==> src/rtl/lc3_ctrl_pkg.sv <==
// Shared opcode encodings, memory-phase codes and controller state type for
// the LC-3 pipeline controller.
package lc3_ctrl_pkg;

  localparam logic [3:0] OP_BR  = 4'b0000;
  localparam logic [3:0] OP_ADD = 4'b0001;
  localparam logic [3:0] OP_LD  = 4'b0010;
  localparam logic [3:0] OP_ST  = 4'b0011;
  localparam logic [3:0] OP_AND = 4'b0101;
  localparam logic [3:0] OP_LDR = 4'b0110;
  localparam logic [3:0] OP_STR = 4'b0111;
  localparam logic [3:0] OP_NOT = 4'b1001;
  localparam logic [3:0] OP_LDI = 4'b1010;
  localparam logic [3:0] OP_STI = 4'b1011;
  localparam logic [3:0] OP_JMP = 4'b1100;
  localparam logic [3:0] OP_LEA = 4'b1110;

  localparam logic [1:0] MEM_IND_READ = 2'd0;
  localparam logic [1:0] MEM_READ     = 2'd1;
  localparam logic [1:0] MEM_WRITE    = 2'd2;
  localparam logic [1:0] MEM_IDLE     = 2'd3;

  typedef enum logic [2:0] {
    ST_FILL,
    ST_RUN,
    ST_MEM,
    ST_CTRL_WAIT,
    ST_BR_RESOLVE
  } ctrl_state_t;

  function automatic logic is_alu(input logic [3:0] op);
    return (op == OP_ADD) || (op == OP_AND) || (op == OP_NOT) || (op == OP_LEA);
  endfunction

  function automatic logic is_load(input logic [3:0] op);
    return (op == OP_LD) || (op == OP_LDR) || (op == OP_LDI);
  endfunction

  function automatic logic is_store(input logic [3:0] op);
    return (op == OP_ST) || (op == OP_STR) || (op == OP_STI);
  endfunction

  function automatic logic is_ctrl(input logic [3:0] op);
    return (op == OP_BR) || (op == OP_JMP);
  endfunction

  function automatic logic is_indirect(input logic [3:0] op);
    return (op == OP_LDI) || (op == OP_STI);
  endfunction

endpackage

==> src/rtl/lc3_bypass_unit.sv <==
// Combinational forwarding decision: route the execute-stage ALU result to
// decode source 1 and/or source 2 when the register numbers collide.
module lc3_bypass_unit
  import lc3_ctrl_pkg::*;
(
  input  logic [15:0] ir,
  input  logic [15:0] ir_exec,
  input  logic        in_run,
  output logic        bypass_alu_1,
  output logic        bypass_alu_2
);

  logic [3:0] dec_op;
  logic [3:0] exec_op;
  logic       exec_alu;
  logic       sr1_user;
  logic       sr2_user;
  logic       unused_fields;

  assign dec_op  = ir[15:12];
  assign exec_op = ir_exec[15:12];

  // STR reads its base register through the source-1 port.
  always_comb begin
    exec_alu     = in_run && is_alu(exec_op);
    sr1_user     = is_alu(dec_op) || (dec_op == OP_STR);
    sr2_user     = ((dec_op == OP_ADD) || (dec_op == OP_AND)) && !ir[5];
    bypass_alu_1 = exec_alu && sr1_user && (ir[8:6] == ir_exec[11:9]);
    bypass_alu_2 = exec_alu && sr2_user && (ir[2:0] == ir_exec[11:9]);
  end

  assign unused_fields = ^{ir[11:9], ir[4:3], ir_exec[8:0]};

endmodule

==> src/rtl/lc3_controller.sv <==
// LC-3 pipeline controller: stage enables, memory-phase sequencing, branch
// resolution and ALU forwarding.
//
//   state         | meaning
//   FILL          | pipeline filling after reset, stages switch on one by one
//   RUN           | normal flow, watching for memory and control instructions
//   MEM           | pipeline frozen while data memory phases complete
//   CTRL_WAIT     | fetch frozen for two cycles while branch reaches execute
//   BR_RESOLVE    | one cycle: redirect PC if taken, fetch resumes
module lc3_controller
  import lc3_ctrl_pkg::*;
(
  input  logic        clock,
  input  logic        reset_n,
  input  logic        complete_data,
  input  logic        complete_instr,
  input  logic [15:0] IR,
  input  logic [15:0] IR_Exec,
  input  logic [2:0]  NZP,
  input  logic [2:0]  psr,
  output logic        enable_updatePC,
  output logic        enable_fetch,
  output logic        enable_decode,
  output logic        enable_execute,
  output logic        enable_writeback,
  output logic        br_taken,
  output logic [1:0]  mem_state,
  output logic        bypass_alu_1,
  output logic        bypass_alu_2
);

  ctrl_state_t state;
  ctrl_state_t state_next;

  logic [1:0] fill_cnt;
  logic       wait_cnt;
  logic       mem_load;
  logic       mem_indirect;
  logic       ind_done;
  logic       ctrl_jmp;

  logic       mem_hit;
  logic       ctrl_hit;
  logic       ind_phase;
  logic       in_run;

  // A memory instruction in execute wins over a control instruction in decode.
  assign mem_hit   = is_load(IR_Exec[15:12]) || is_store(IR_Exec[15:12]);
  assign ctrl_hit  = is_ctrl(IR[15:12]) && !mem_hit;
  assign ind_phase = mem_indirect && !ind_done;
  assign in_run    = (state == ST_RUN);

  always_ff @(posedge clock or negedge reset_n) begin
    if (!reset_n) begin
      state <= ST_FILL;
    end else begin
      state <= state_next;
    end
  end

  always_ff @(posedge clock or negedge reset_n) begin
    if (!reset_n) begin
      fill_cnt     <= 2'd0;
      wait_cnt     <= 1'b0;
      mem_load     <= 1'b0;
      mem_indirect <= 1'b0;
      ind_done     <= 1'b0;
      ctrl_jmp     <= 1'b0;
    end else begin
      if (state == ST_FILL) begin
        fill_cnt <= fill_cnt + 2'd1;
      end else begin
        fill_cnt <= 2'd0;
      end

      if (state == ST_CTRL_WAIT) begin
        wait_cnt <= ~wait_cnt;
      end else begin
        wait_cnt <= 1'b0;
      end

      // IR_Exec is frozen during MEM, but the phase plan is latched anyway
      // so the sequence cannot change underneath itself.
      if (in_run && mem_hit) begin
        mem_load     <= is_load(IR_Exec[15:12]);
        mem_indirect <= is_indirect(IR_Exec[15:12]);
        ind_done     <= 1'b0;
      end else if ((state == ST_MEM) && complete_data && ind_phase) begin
        ind_done <= 1'b1;
      end

      // Decode keeps advancing during CTRL_WAIT, so remember JMP vs BR now.
      if (in_run && ctrl_hit) begin
        ctrl_jmp <= (IR[15:12] == OP_JMP);
      end
    end
  end

  always_comb begin
    state_next       = state;
    enable_updatePC  = 1'b0;
    enable_fetch     = 1'b0;
    enable_decode    = 1'b0;
    enable_execute   = 1'b0;
    enable_writeback = 1'b0;
    br_taken         = 1'b0;
    mem_state        = MEM_IDLE;

    case (state)
      ST_FILL: begin
        enable_updatePC  = 1'b1;
        enable_fetch     = 1'b1;
        enable_decode    = (fill_cnt != 2'd0);
        enable_execute   = fill_cnt[1];
        enable_writeback = (fill_cnt == 2'd3);
        if (fill_cnt == 2'd3) begin
          state_next = ST_RUN;
        end
      end

      ST_RUN: begin
        enable_decode    = 1'b1;
        enable_execute   = 1'b1;
        enable_writeback = 1'b1;
        // Fetch stops already in the detect cycle so no wrong-path word is taken.
        enable_updatePC  = complete_instr && !ctrl_hit;
        enable_fetch     = complete_instr && !ctrl_hit;
        if (mem_hit) begin
          state_next = ST_MEM;
        end else if (ctrl_hit) begin
          state_next = ST_CTRL_WAIT;
        end
      end

      ST_MEM: begin
        if (ind_phase) begin
          mem_state = MEM_IND_READ;
        end else if (mem_load) begin
          mem_state = MEM_READ;
        end else begin
          mem_state = MEM_WRITE;
        end
        if (complete_data && !ind_phase) begin
          enable_writeback = mem_load;
          state_next       = ST_RUN;
        end
      end

      ST_CTRL_WAIT: begin
        enable_decode    = 1'b1;
        enable_execute   = 1'b1;
        enable_writeback = 1'b1;
        if (wait_cnt) begin
          state_next = ST_BR_RESOLVE;
        end
      end

      ST_BR_RESOLVE: begin
        enable_updatePC  = 1'b1;
        enable_fetch     = 1'b1;
        enable_decode    = 1'b1;
        enable_execute   = 1'b1;
        enable_writeback = 1'b1;
        br_taken         = ctrl_jmp || (|(NZP & psr));
        state_next       = ST_RUN;
      end

      default: begin
        state_next = ST_FILL;
      end
    endcase
  end

  lc3_bypass_unit u_bypass (
    .ir           (IR),
    .ir_exec      (IR_Exec),
    .in_run       (in_run),
    .bypass_alu_1 (bypass_alu_1),
    .bypass_alu_2 (bypass_alu_2)
  );

endmodule

==> config.mk <==
export PLATFORM = sky130hd
export DESIGN_NAME = lc3_controller
export DESIGN_NICKNAME = d
export VERILOG_FILES = /design/src/rtl/lc3_ctrl_pkg.sv /design/src/rtl/lc3_bypass_unit.sv /design/src/rtl/lc3_controller.sv
export SDC_FILE = /design/constraint.sdc
export NUM_CORES = 1
export LEC_CHECK = 0
export BUFFER_PORTS_ARGS = -buffer_cell sky130_fd_sc_hd__buf_2
export CORE_UTILIZATION = 41
export DETAILED_ROUTE_END_ITERATION = 10
export PLACE_DENSITY = 0.78
export SYNTH_ARGS = -nofsm -noshare
export SYNTH_HDL_FRONTEND = slang
export SYNTH_SLANG_ARGS = --single-unit
==> constraint.sdc <==
create_clock -name clock -period 1.4 [get_ports clock]
set_input_delay 0 -clock clock [delete_from_list [all_inputs] [get_ports clock]]
set_output_delay 0 -clock clock [all_outputs]
set_load 0.03 [all_outputs]
==> impl_metrics.toml, run 1 <==
[floorplan]
row_count = 15
fp.dieW_microns = 46.4
io_pins = 52
die-height_microns = 46.4
core_area_sq_um = 1780
start_util = 0.453
dieArea_sq_um = 2150

[yosys]
synth_cell_types = 40
ys_ff_latch = 10
synthMuxAreaShare = 0.0140
synth_top_area_share = 0.310
synth_top_flop_cell = "dfrtp_1"
synth_enable_flop_cells = 0
yosysTopAreaCell = "dfrtp_1"
syn_area_sq_um = 807
syn_area_per_cell_sq_um = 8.59
synthAdderAreaFrac = 0.0310
synth_warnings = 0
synth_top_family_by_area = "compound AO/OA/AOI/OAI gates"
synthXorXnorAreaFrac = 0.0760
ys_async_sr_fraction = 1.00
ys_seq_area_frac = 0.310
synth_area_leaders = "dfrtp_1 31%, xnor2_1 7.6%, a21oi_1 6.2%"
synth-simple-area-share = 0.202
syn_nets = 138
synth-compound-area-share = 0.285
syn_inst = 94

[cts]
clockRootBuffer = "clkbuf_4"
cts_tree = "yes"
path_clk_slew_ps = 60
numClockSinks = 10
clock_latency_ps = 260
htreeDepth = 1
cts_buffers = 3
clock_path_buffers = 2

[final_layout]
final_cell_mix = "27 x buf_2, 13 x buf_4, 8 x a21oi_1, 8 x inv_1, 8 x dfrtp_1"
layout.cells.non_filler = 168
nets = 189
diodes = 0
mostFrequentLayoutCell = "buf_2"
fin_util = 0.683
drive_gt1_frac = 0.462
stdcell_area_sq_um = 1220
syn2layout_area_growth_pct = 50.9

[timing]
hold_viol = 0
finalSetupViolCount = 4
setup_slack_ps = -41.8
finalCritPeriodShare = 1.03
slew_headroom = 0.688
worstMarginPinSlew_ps = 464
slew_violations = 0
rsz0062_at_grt = "yes"
clock_skew_ps = 3.62
max_freq_ghz = 0.694
fin_setup_tns_ps = -104
min_period_ps = 1440

[routing]
vias_per_cell = 5.35
drtAntennaViolNets = 0
wirelength_microns = 2090
num_vias = 899
dr.first_iter.drc_count = 14
wl_per_cell_microns = 12.4
firstDrtPassIters = 4
drc = 0

[power_and_ir_drop]
power_density_nw_per_um2 = 1820
power_mw = 2.22
peakVddDrop_mv = 0.871
power.leakage_nw = 0.543

[setup_path]
slowest_delay_ps = 450
r2r_slack_ps = 30
cp_max_fo = 5
crit_family = "flip-flops"
cp-end-kind = "output port"
critPathLaunchType = "flip-flop"
crit_buf_inv = 1
worstPathArrival_ps = 1440
crit_chain = "nor3b_4, o2111ai_2, nor3_2, buf_4"
critPathSlowestCell = "dfrtp_2"
crit_required_ps = 1400
critPathKind = "reg -> out"

[global_routing]
grt_max_degree = 14
grt_usage = 0.196
overflow = 0
antenna_found_initial = 0
grt_pass1_wl_microns = 2990
grt_pass1_vias = 755

[job]
cap_violations = 0

[place]
place_inst = 156
dp_hpwl_microns = 1550
port_buffers = 37
place_area_sq_um = 1030
place_congestion = 0.775

[status]
violations = "setup timing"
status = "complete, but fails checks"

[min_path]
hold_class = "in -> reg"
[layout make-up]
type	count	area, sq um
fillers	144	566
well taps	25	31.3
multi-input cells	70	532
clock buffers	3	22.5
flip-flops and latches	10	253
repair buffers	51	345
inverters	9	33.8
[flip-flops by register name, summed over array words and instances, names as in the netlist]
register      cells
mem_load          1
ctrl_jmp          1
ind_done          1
fill_cnt          2
mem_indirect      1
wait_cnt          1
state             3
[per-layer routing]
layer  vias up  GRT usage  share of wire
li1        451          -              -
met1       414      0.229           0.42
met2        34      0.372           0.55
met3         0     0.0235          0.037
met4         0     0.0412              0
met5         -          0              0
[where the power goes]
part / switching, mW / total, mW / internal (mW)
Sequential: 0.119 / 0.531 / 0.412
Combinational: 0.791 / 1.50 / 0.706
Clock: 0.0918 / 0.191 / 0.0989
Total: 1.00 / 2.22 / 1.22
[path summary, 6_finish.rpt]
kind	start	endpoint	cells past startpoint
min in group asynchronous	reset_n	ind_done$_DFFE_PN0P_	2
max in group asynchronous	reset_n	state[2]$_DFFE_PN0P_	2
min reg2reg	fill_cnt[0]$_DFF_PN0_	fill_cnt[0]$_DFF_PN0_	1
max	state[2]$_DFFE_PN0P_	bypass_alu_1	4
min	IR_Exec[15]	mem_indirect$_DFFE_PN0P_	3
max reg2reg	state[2]$_DFFE_PN0P_	state[0]$_DFFE_PN0P_	3
[through the flow]
| step | setup WS [ps] | hold slack (ps) |
|---|---|---|
| 4_1_cts | -46.2 | 12.8 |
| 6_report | -41.8 | 18.8 |
| 5_1_grt | -110 | 27.8 |
| 3_5_place_dp | 65.7 | -125 |
| 2_1_floorplan | -35.0 | -296 |
| 3_3_place_gp | 79.6 | -129 |
[synth_stat cells (2+ instances only)]
cell type,count
nand2b_1,2
nor3_1,2
nor4b_1,2
nor4_1,2
ha_1,2
nand3_1,3
buf_2,2
o21a_1,2
a31oi_1,4
xnor2_1,7
nand2_1,2
nand4_1,3
a41oi_1,2
inv_1,8
or3b_1,2
nor2_1,5
dfrtp_1,10
a21o_1,3
a21oi_1,10
[worst register-to-register path, delay by kind of cell (launching register included)]
kind	cells	cell delay [ps]
simple gates	1	420
compound gates	2	400
flops	1	450
[logic make-up after synthesis]
| logic type | after synthesis |
|---|---|
| simple gates | 26 |
| buf+inv | 14 |
| compound gates | 34 |
| xor+xnor | 7 |
| fa+ha+maj | 2 |
| mux | 1 |
| flops | 10 |
[repair_timing]
item                                   in CTS  in global routing
setup endpoints to repair                   9                 10
resized for setup                          17                 10
pin swaps                                   4                  1
endpoints found under the hold margin      12                  0
hold buffers                                3                  0
setup buffers                               1                  5
(Power assumes the default switching activity.)
==> run 2: changes to the inputs <==
--- a/config.mk
+++ b/config.mk
@@ -6,9 +6,11 @@
 export NUM_CORES = 1
 export LEC_CHECK = 0
 export BUFFER_PORTS_ARGS = -buffer_cell sky130_fd_sc_hd__buf_2
-export CORE_UTILIZATION = 41
+export CORE_ASPECT_RATIO = 0.6
+export CORE_UTILIZATION = 37
 export DETAILED_ROUTE_END_ITERATION = 10
-export PLACE_DENSITY = 0.78
+export PLACE_DENSITY = 0.74
+export SLEW_MARGIN = 0
 export SYNTH_ARGS = -nofsm -noshare
 export SYNTH_HDL_FRONTEND = slang
 export SYNTH_SLANG_ARGS = --single-unit
==> constraint.sdc (replaced) <==
create_clock -name clock -period 1.3 [get_ports clock]
set_input_delay 0 -clock clock [delete_from_list [all_inputs] [get_ports clock]]
set_output_delay 0 -clock clock [all_outputs]
set_load 0.03 [all_outputs]
==> impl_metrics.toml, run 2 (synthesized netlist as in run 1, its figures left out) <==
[status]
status = "complete, but fails checks"
violations = "setup timing"

[final_layout]
mostFrequentLayoutCell = "buf_2"
syn2layout_area_growth_pct = 72.2
reg_top3 = "state x3, fill_cnt x2"
largest_register_ffs = 3
drive_gt1_frac = 0.550
diodes = 0
final_cell_mix = "27 x buf_2, 14 x buf_6, 12 x buf_4"
nets = 195
stdcell_area_sq_um = 1390
fin_util = 0.712
fillCellCount = 137
largest-register = "state"

[cts]
htreeDepth = 1
clockRootBuffer = "clkbuf_4"
clock_path_buffers = 2
numClockSinks = 10
clock_latency_ps = 280
path_clk_slew_ps = 60
cts_tree = "yes"
cts_buffers = 3

[place]
port_buffers = 37
place_congestion = 0.934
dp_hpwl_microns = 1820
place_area_sq_um = 1070

[timing]
clock_skew_ps = 2.51
min_period_ps = 1550
max_freq_ghz = 0.646
hold_viol = 0
setup_slack_ps = -249
slew_headroom = 0.565
fin_setup_tns_ps = -2140
finalCritPeriodShare = 1.19
rsz0062_at_grt = "yes"
finalSetupViolCount = 15
slew_violations = 0
worstMarginPinSlew_ps = 646

[setup_path]
critPathSlowestCell = "dfrtp_2"
crit_required_ps = 1300
cp_max_fo = 5
crit_chain = "nor3b_4, o2111ai_4, nor2_2, buf_6"
cp-end-kind = "output port"
worstPathArrival_ps = 1550
slowest_delay_ps = 460
critPathLaunchType = "flip-flop"
r2r_slack_ps = -230
critPathKind = "reg -> out"

[power_and_ir_drop]
power_mw = 3.00
intPower_mw = 1.67
power_density_nw_per_um2 = 2160
power.leakage_nw = 0.605
p_sw_mw = 1.33
p_comb_frac = 0.721
sw_frac_of_total = 0.445
clockPowerShare = 0.074
power_frac_seq = 0.206
peakVddDrop_mv = 1.19

[floorplan]
fp.dieW_microns = 62.3
start_util = 0.413
dieArea_sq_um = 2380
row_count = 12
die-height_microns = 38.2
io_pins = 52
core_area_sq_um = 1950

[routing]
wirelength_microns = 2890
dr.first_iter.drc_count = 15
wl_per_cell_microns = 16.3
firstDrtPassIters = 4
vias_per_cell = 5.37
drtAntennaViolNets = 0
num_vias = 951
drc = 0

[global_routing]
grt_pass1_wl_microns = 4020
grt_max_degree = 11
grt_pass1_vias = 885
antenna_found_initial = 0
grt_usage = 0.231
overflow = 0

[min_path]
hold_class = "in -> reg"

[job]
cap_violations = 0
## run 2: cell types whose count changed in the layout (fill, tap and decap cells not counted), sizes merged
cell,previous run,this run
dlygate4sd3,3,2
buf,46,55
clkbuf,5,3
## run 2: power groups by stage
| stage | Clock, mW | Combinational, mW | Sequential [mW] |
|---|---|---|---|
| final | 0.221 | 2.16 | 0.617 |
| after global routing | 0.242 | 2.29 | 0.623 |
| after CTS | 0.215 | 1.87 | 0.588 |
| after detailed placement | 0 | 1.35 | 0.587 |
| after global placement | 0 | 1.30 | 0.580 |
| after floorplan | 0 | 1.01 | 0.519 |
## run 2: worst paths after layout
kind / startpoint / to / cells past startpoint
worst min register to register: fill_cnt[0]$_DFF_PN0_ / fill_cnt[0]$_DFF_PN0_ / 1
worst max-delay path: state[1]$_DFFE_PN0P_ / bypass_alu_2 / 4
worst max register to register: state[1]$_DFFE_PN0P_ / state[0]$_DFFE_PN0P_ / 5
worst min-delay path: IR_Exec[15] / mem_indirect$_DFFE_PN0P_ / 3
min in group asynchronous: reset_n / mem_load$_DFFE_PN0P_ / 2
max in group asynchronous: reset_n / state[2]$_DFFE_PN0P_ / 2
## run 2: per-layer routing
metal / track usage / wire length, microns / up-vias
met1: 0.283 / 1320 / 451
met2: 0.382 / 1380 / 30
li1: - / - / 466
met5: 0 / 0 / -
met3: 0.0952 / 163 / 4
met4: 0.0640 / 29 / 0
## run 2: timing repair
action                                  in CTS  in global routing
endpoints found under the setup margin      11                 15
gates resized for setup                     34                 16
buffers inserted                             8                  4
pin swaps                                    8                 10
hold endpoints to repair                    11                  0
hold buffers                                 2                  0
## run 2: cell type report
class	count	area, sq um	area share
Multi-Input combinational cell	70	612	0.440
Timing Repair Buffer	57	433	0.311
Sequential cell	10	254	0.183
Tap cell	28	35.0	0.0252
Inverter	9	33.8	0.0243
Clock buffer	3	22.5	0.0162
## run 2: stage by stage
step           hold slack, ps  setup slack (ps)  instances
2_1_floorplan            -296             -48.9         94
3_3_place_gp             -127             -5.85        161
3_5_place_dp             -120             -58.8        161
4_1_cts                  19.7              -158        174
5_1_grt                  16.0              -294        177
6_report                 16.2              -249        177
## run 2: critical path: cells and delay by family, from the launching register on
kind	cells	cell delay, ps
AO/OA/AOI/OAI	1	190
buffers and inverters	1	150
flip-flops	1	460
AND/OR/NAND/NOR	2	470
==> run 3: changes to the inputs <==
==> constraint.sdc (replaced) <==
create_clock -name clock -period 1.3 [get_ports clock]
set_input_delay 0 -clock clock [delete_from_list [all_inputs] [get_ports clock]]
set_output_delay 0 -clock clock [all_outputs]
set_load 0.1 [all_outputs]
==> impl_metrics.toml, run 3 (synthesized netlist as in run 1, its figures left out) <==
[cts]
path_clk_slew_ps = 80
clock_path_buffers = 2
numClockSinks = 10
clock_latency_ps = 280
cts_tree = "yes"
cts_buffers = 3
htreeDepth = 1
clockRootBuffer = "clkbuf_4"

[routing]
firstDrtPassIters = 4
wl_per_cell_microns = 18.3
vias_per_cell = 5.77
drtAntennaViolNets = 0
dr.first_iter.drc_count = 69
drc = 0
wirelength_microns = 3210
num_vias = 1009

[min_path]
holdPathStages = 3
hold_class = "in -> reg"
min_to = "ctrl_jmp$_DFFE_PN0P_"
holdCritStartpoint = "IR[14]"

[power_and_ir_drop]
power_density_nw_per_um2 = 2720
power_mw = 4.15
peakVddDrop_mv = 1.65
power.leakage_nw = 0.638

[final_layout]
stdcell_area_sq_um = 1520
largest-register = "state"
largest_register_ffs = 3
drive_gt1_frac = 0.605
final_cell_mix = "27 x buf_2, 10 x buf_12, 8 x buf_4"
mostFrequentLayoutCell = "buf_2"
diodes = 0
syn2layout_area_growth_pct = 88.7
fin_util = 0.780
layout.cells.non_filler = 175
reg_top3 = "state x3, fill_cnt x2"
nets = 192

[timing]
fin_setup_tns_ps = -3530
finalCritPeriodShare = 1.23
setup_slack_ps = -301
clock_skew_ps = 15.3
min_period_ps = 1600
worstMarginPinSlew_ps = 536
hold_viol = 0
slew_headroom = 0.639
finalSetupViolCount = 17
slew_violations = 0
rsz0062_at_grt = "yes"
max_freq_ghz = 0.625
holdWs_ps = 18.3

[setup_path]
critPathKind = "reg -> out"
r2r-end = "mem_load$_DFFE_PN0P_"
cp-end-kind = "output port"
reg2reg_from = "state[2]$_DFFE_PN0P_"
critPathLaunchType = "flip-flop"
r2r_cells = 6
r2r_slack_ps = -270
cp_max_fo = 7
crit_required_ps = 1300
worstPathArrival_ps = 1600

[floorplan]
io_pins = 52
core_area_sq_um = 1950
dieArea_sq_um = 2380
die-height_microns = 38.2
start_util = 0.413
row_count = 12
fp.dieW_microns = 62.3

[place]
dp_hpwl_microns = 1930
place_area_sq_um = 1230
port_buffers = 37
place_congestion = 0.924
place_inst = 160
dp_slack_ps = -80.5

[global_routing]
overflow = 0
grt_pass1_vias = 910
grt_pass1_wl_microns = 4370
grt_max_degree = 12
grt_usage = 0.252
antenna_found_initial = 0

[status]
violations = "setup timing"
status = "complete, but fails checks"

[job]
cap_violations = 0
==> run 3: power breakdown <==
group | total (mW) | switching, mW | internal, mW
Clock | 0.292 | 0.122 | 0.170
Sequential | 0.611 | 0.165 | 0.446
Combinational | 3.24 | 1.88 | 1.36
Total | 4.15 | 2.16 | 1.98
==> run 3: worst max path at each step <==
| stage | cells after the start | start | to | slack (ps) |
|---|---|---|---|---|
| finish | 6 | state[1]$_DFFE_PN0P_ | enable_writeback | -300 |
| global route | 6 | state[1]$_DFFE_PN0P_ | enable_writeback | -370 |
| CTS | 4 | state[1]$_DFFE_PN0P_ | bypass_alu_1 | -290 |
| detailed placement | 3 | state[2]$_DFFE_PN0P_ | mem_state[0] | -80 |
| global placement | 3 | state[2]$_DFFE_PN0P_ | mem_state[0] | -30 |
| floorplan | 4 | state[1]$_DFFE_PN0P_ | bypass_alu_1 | -530 |
==> run 3: routing by layer <==
layer,wire length (microns),GRT usage,part of all wire,up-vias
met5,0,0,0,-
met4,67,0.0523,0.021,0
met3,276,0.0625,0.086,10
met2,1520,0.431,0.47,60
met1,1350,0.330,0.42,478
li1,-,-,-,461
==> run 3: timing repair <==
item                                    4_1_cts  5_1_grt
endpoints found under the hold margin        12        0
endpoints found under the setup margin       11       16
setup buffers                                 5        4
resized for setup                            23       17
pin swaps                                     9        6
hold buffers                                  3        0
==> run 3: cell type report <==
cell class                 instances  area (sq um)
timing repair buffer              54           497
sequential                        10           254
tap                               28          35.0
fill                             116           429
clock buffer                       4          36.3
multi-input combinational         70           667
inverter                           9          33.8
==> run 3: critical path, stage by stage, from the launching register on <==
cell and delay, ps:
dfrtp_2 430, buf_6 130, buf_6 110, buf_8 130, a41oi_2 250, o22ai_4 100, buf_12 170
